### src/rtl/alu_accumulator_pkg.sv
// Shared opcode encodings, flag bit positions and ALU operation type
// for the accumulator execute stage.
package alu_accumulator_pkg;

    // Positions inside Flags = {ZERO, CARRY, NEG, OV}
    localparam int FLAG_ZERO  = 3;
    localparam int FLAG_CARRY = 2;
    localparam int FLAG_NEG   = 1;
    localparam int FLAG_OV    = 0;

    // IR[2] selects the operand: 0 -> MBR (x-form), 1 -> IBR (i-form)
    localparam logic [7:0] OP_NOP     = 8'h00;
    localparam logic [7:0] OP_LOAD_X  = 8'h01;
    localparam logic [7:0] OP_STORE_X = 8'h02;
    localparam logic [7:0] OP_LOAD_I  = 8'h05;
    localparam logic [7:0] OP_STORE_I = 8'h06;
    localparam logic [7:0] OP_JMP     = 8'h10;
    localparam logic [7:0] OP_JZ      = 8'h11;
    localparam logic [7:0] OP_JC      = 8'h12;

    localparam logic [7:0] OP_ADD_X   = 8'h40;
    localparam logic [7:0] OP_SUB_X   = 8'h41;
    localparam logic [7:0] OP_ADDC_X  = 8'h42;
    localparam logic [7:0] OP_SUBC_X  = 8'h43;
    localparam logic [7:0] OP_ADD_I   = 8'h44;
    localparam logic [7:0] OP_SUB_I   = 8'h45;
    localparam logic [7:0] OP_ADDC_I  = 8'h46;
    localparam logic [7:0] OP_SUBC_I  = 8'h47;

    localparam logic [7:0] OP_NOR_X   = 8'h80;
    localparam logic [7:0] OP_NAND_X  = 8'h81;
    localparam logic [7:0] OP_XOR_X   = 8'h82;
    localparam logic [7:0] OP_XNOR_X  = 8'h83;
    localparam logic [7:0] OP_NOR_I   = 8'h84;
    localparam logic [7:0] OP_NAND_I  = 8'h85;
    localparam logic [7:0] OP_XOR_I   = 8'h86;
    localparam logic [7:0] OP_XNOR_I  = 8'h87;

    // MSB picks logic vs arithmetic, low bits copy IR[1:0]
    typedef enum logic [2:0] {
        ALU_ADD  = 3'b000,
        ALU_SUB  = 3'b001,
        ALU_ADDC = 3'b010,
        ALU_SUBC = 3'b011,
        ALU_NOR  = 3'b100,
        ALU_NAND = 3'b101,
        ALU_XOR  = 3'b110,
        ALU_XNOR = 3'b111
    } alu_op_e;

    function automatic logic is_arith_op(input logic [7:0] op);
        return op[7:3] == 5'b01000;
    endfunction

    function automatic logic is_logic_op(input logic [7:0] op);
        return op[7:3] == 5'b10000;
    endfunction

endpackage

### src/rtl/alu_accumulator_core.sv
// Combinational ALU: (a, b, c_in, op) -> (r, c, v). Logic ops report c = v = 0
// so the caller can load them unconditionally into the carry/overflow flags.
module alu_accumulator_core
    import alu_accumulator_pkg::*;
#(
    parameter int W = 8
) (
    input  logic [W-1:0] a,
    input  logic [W-1:0] b,
    input  logic         c_in,
    input  alu_op_e      op,
    output logic [W-1:0] r,
    output logic         c,
    output logic         v
);

    logic         invert_b;
    logic         carry_in;
    logic [W-1:0] b_eff;
    logic [W:0]   sum;

    always_comb begin
        invert_b = (op == ALU_SUB) || (op == ALU_SUBC);
        carry_in = (op == ALU_SUB) ? 1'b1 :
                   ((op == ALU_ADDC) || (op == ALU_SUBC)) ? c_in : 1'b0;
        b_eff    = invert_b ? ~b : b;
        sum      = {1'b0, a} + {1'b0, b_eff} + {{W{1'b0}}, carry_in};

        r = sum[W-1:0];
        c = 1'b0;
        v = 1'b0;
        case (op)
            ALU_ADD, ALU_SUB, ALU_ADDC, ALU_SUBC: begin
                r = sum[W-1:0];
                c = sum[W];
                v = (a[W-1] == b_eff[W-1]) && (sum[W-1] != a[W-1]);
            end
            ALU_NOR:  r = ~(a | b);
            ALU_NAND: r = ~(a & b);
            ALU_XOR:  r = a ^ b;
            ALU_XNOR: r = ~(a ^ b);
            default:  r = sum[W-1:0];
        endcase
    end

endmodule

### src/rtl/alu_accumulator.sv
// Execute stage: owns the accumulator AR and {ZERO,CARRY,NEG,OV} flags and
// commits the operation in IR on each Exec strobe.
module alu_accumulator
    import alu_accumulator_pkg::*;
#(
    parameter int DATA_WIDTH = 8,
    parameter int INST_WIDTH = 8
) (
    input  logic                  clk,
    input  logic                  arst,
    input  logic                  Exec,
    input  logic [INST_WIDTH-1:0] IR,
    input  logic [DATA_WIDTH-1:0] IBR,
    input  logic [DATA_WIDTH-1:0] MBR,
    output logic [DATA_WIDTH-1:0] AR,
    output logic [3:0]            Flags
);

    // Exec is a single-cycle strobe with no handshake: the operation in IR is
    // committed on the rising edge where Exec=1; Exec=0 leaves AR/Flags frozen.

    logic [7:0]            opcode;
    logic                  is_arith;
    logic                  is_logic;
    logic                  is_load;
    logic                  upd_zn;
    logic                  upd_cv;
    logic [DATA_WIDTH-1:0] operand_b;
    alu_op_e               core_op;
    logic [DATA_WIDTH-1:0] core_r;
    logic                  core_c;
    logic                  core_v;
    logic [DATA_WIDTH-1:0] result;

    always_comb begin
        opcode    = IR[7:0];
        is_arith  = is_arith_op(opcode);
        is_logic  = is_logic_op(opcode);
        is_load   = (opcode == OP_LOAD_X) || (opcode == OP_LOAD_I);
        upd_zn    = is_arith || is_logic || is_load;
        upd_cv    = is_arith || is_logic;
        operand_b = opcode[2] ? IBR : MBR;
        core_op   = alu_op_e'({is_logic, opcode[1:0]});
        result    = is_load ? operand_b : core_r;
    end

    alu_accumulator_core #(
        .W (DATA_WIDTH)
    ) u_core (
        .a    (AR),
        .b    (operand_b),
        .c_in (Flags[FLAG_CARRY]),
        .op   (core_op),
        .r    (core_r),
        .c    (core_c),
        .v    (core_v)
    );

    always_ff @(posedge clk or posedge arst) begin
        if (arst) begin
            AR    <= '0;
            Flags <= 4'b0000;
        end else if (Exec) begin
            if (upd_zn) begin
                AR               <= result;
                Flags[FLAG_ZERO] <= (result == '0);
                Flags[FLAG_NEG]  <= result[DATA_WIDTH-1];
            end
            if (upd_cv) begin
                Flags[FLAG_CARRY] <= core_c;
                Flags[FLAG_OV]    <= core_v;
            end
        end
    end

endmodule
### config.mk
export PLATFORM = sky130hd
export DESIGN_NAME = alu_accumulator
export DESIGN_NICKNAME = d
export VERILOG_FILES = /design/src/rtl/alu_accumulator_pkg.sv /design/src/rtl/alu_accumulator_core.sv /design/src/rtl/alu_accumulator.sv
export SDC_FILE = /design/constraint.sdc
export NUM_CORES = 1
export LEC_CHECK = 0
export CORE_MARGIN = 4
export CORE_UTILIZATION = 56
export CTS_CLUSTER_SIZE = 28
export DETAILED_ROUTE_END_ITERATION = 8
export PLACE_DENSITY = 0.93
export RECOVER_POWER = 25
export SLEW_MARGIN = 20
export SYNTH_ARGS = -nofsm -noshare
export SYNTH_HDL_FRONTEND = slang
export SYNTH_SLANG_ARGS = --single-unit
### constraint.sdc
create_clock -name clk -period 4 [get_ports clk]
set_clock_uncertainty 0.1 [all_clocks]
set_input_delay 0.4 -clock clk [delete_from_list [all_inputs] [get_ports clk]]
set_output_delay 0.4 -clock clk [all_outputs]
set_load 0.01 [all_outputs]
==> impl_metrics.ini <==
[status]
status = completed

[finish]
finalNonFillerCells = 307
mostFrequentLayoutCell = clkdlybuf4s50_1
regArea_um2 = 275
final_nets = 316
drive_gt1_frac = 0.110
area_delta_synth_final_pct = 29.2
final_cell_mix = 37 x clkdlybuf4s50_1, 24 x inv_1, 23 x ha_1, 19 x nand2_1, 16 x o21ai_0
num_antenna_cells = 0
fillers = 234
multi_input_area_um2 = 1350

[floorplanning]
die_area_um2 = 4110
start_util = 0.583
rows = 20
dieWidth_um = 64.1
die_h_um = 64.1
io_pins = 39
placeableCoreArea_um2 = 3030

[synthesis]
avgSynthCellArea_um2 = 8.06
ys_ff_latch = 11
syn_area_um2 = 1760
synth_warnings = 0
ys_seq_area_frac = 0.156
ys_async_sr_fraction = 1.00
synth_flop_cell = dfrtp_1
syn_inst = 219
yosysTopAreaCell = ha_1
netlist.area_leader.share = 0.163
syn_nets = 271
ys_top_cells_by_area = ha_1 16%, dfrtp_1 16%, xnor2_1 6.5%
ys_types = 51
synth-edff-count = 0

[detailed_routing]
top_layer_used = met4
wl_met1_um = 2210
drtAntennaViolNets = 0
wl_met3_um = 360
dr_wl_met2_um = 2230
via_per_inst = 5.87
drc = 0
wl_per_cell_um = 16.1
wl_um = 4940
vias = 1803
dr.pass1.iters = 7
drtIter0Drc = 188

[sta]
rsz0062_at_grt = false
finalHoldViolations = 0
relSlewSlack = 0.659
fin_crit_sh = 0.907
finalMaxSlewViolations = 0
post-route-min-period_ns = 3.63
max_freq_mhz = 276
setup_viol = 0
worst_pin_slew_ns = 0.511
tns_ns = 0

[clock_tree]
clockBufferDepth = 2
cts.sink_count = 11
cts-root-buf = clkbuf_4
cts_tree = built
clk_pin_slew_ns = 0.09
cts_max_level = 1
cts_setup_buffers = 0
worstSkewPairLatency_ns = 0.30
cts_buffers = 3

[worst_setup_path]
critPathKind = in2reg
crit_path_end_kind = flip-flop
start_kind = primary input
worstPathRequired_ns = 4.11
crit_arrival_ns = 3.73
critPathMaxFanout = 3

[placement]
place_inst = 303
port_buffers = 38
hpwl_um = 3840
place_congestion = 1.02

[power_and_ir_drop]
ir_worst_vdd_v = 0.000282
p_leak_nw = 1.04
p_per_area_nw_per_um2 = 532

[grt]
grt_max_degree = 16
grt_pass1_vias = 1741
track_usage = 0.255
gr-total-overflow = 0
grt_pass1_wl_um = 8290
antenna_found_initial = 0

[hold_path]
holdCritPathClass = reg2reg

[run]
drv_cap = 0
==> synthesized netlist by cell type, types with 2 or more instances <==
library cell  count
inv_1            24
ha_1             23
nand2_1          19
o21ai_0          16
nor2_1           14
xnor2_1          13
dfrtp_1          11
mux2i_1          10
a21oi_1           7
clkbuf_1          7
xor2_1            7
a211oi_1          5
nor3_1            5
nand3_1           4
buf_2             3
mux2_2            3
o211ai_1          3
o41ai_1           3
a211o_1           2
a21o_1            2
a22o_1            2
a22oi_1           2
a31oi_1           2
buf_4             2
fa_1              2
nor2b_1           2
o221ai_1          2
==> repair_timing <==
item,4_1_cts,5_1_grt
hold buffers,0,0
endpoints found under the hold margin,0,0
gates resized for setup,0,1
endpoints found under the setup margin,0,1
==> stage by stage <==
step                instance area, µm²  hold slack (ns)  worst slack, ns  power, W  utilization
floorplan                         1760            0.152            0.191  0.000835            -
global placement                  2250            0.371            0.167   0.00107        0.743
detailed placement                2250            0.359           0.0769   0.00110        0.743
CTS                               2270            0.334            0.371   0.00119        0.751
global route                      2280            0.418           0.0610   0.00132        0.753
finish                            2280            0.393            0.372   0.00121        0.753
==> final timing paths <==
check | cells past startpoint | from | endpoint | slack [ns]
setup reg to reg | 10 | Flags[2] | Flags[3] | 1.20
min in group asynchronous | 2 | arst | AR[6] | 0.46
hold reg to reg | 2 | Flags[3] | Flags[3] | 0.39
max in group asynchronous | 2 | arst | Flags[2] | 3.00
hold / removal | 2 | Flags[3] | Flags[3] | 0.39
setup / recovery | 13 | IR[3] | Flags[3] | 0.37
==> state kept, by name (all words and copies together) (netlist names) <==
register and count:
Flags 4, AR 7
==> routing by layer <==
metal	track usage	vias to the layer above
li1	-	867
met1	0.342	821
met2	0.406	91
met3	0.0439	24
met4	0.100	0
met5	0	-
==> worst max-delay path, stage by stage <==
cell and delay (ns):
clkdlybuf4s50_1 0.46, nor4_2 0.36, nand2_1 0.12, and2_1 0.21, xnor2_1 0.15, fa_1 0.45
fa_1 0.44, a211oi_1 0.22, o21bai_1 0.10, a21oi_1 0.22, mux2i_1 0.20, nor2_1 0.08
o41ai_2 0.30
==> logic make-up after synthesis <==
| group | count (synthesis) | share of synthesized area |
|---|---|---|
| and+or+nand+nor | 55 | 0.159 |
| AOI/OAI and AO/OA | 58 | 0.233 |
| xor gates and xnor gates | 20 | 0.0993 |
| DFF | 11 | 0.156 |
| buffers and inverters | 36 | 0.0830 |
| adders and majority gates | 25 | 0.186 |
| muxes | 14 | 0.0837 |
==> where the power goes <==
part           switching [W]   total, W  internal (W)
Combinational       0.000457   0.000902      0.000445
Sequential         0.0000671   0.000220      0.000153
Clock              0.0000525  0.0000914     0.0000389
==> area by class of cell <==
| type | instances | share of cell area |
|---|---|---|
| flip-flops and latches | 11 | 0.121 |
| multi-input cells | 172 | 0.591 |
| inverters | 24 | 0.0395 |
| well taps | 44 | 0.0241 |
| repair buffers | 52 | 0.213 |
| clock buffers | 4 | 0.0115 |
Power figures use the tool's default switching activity.
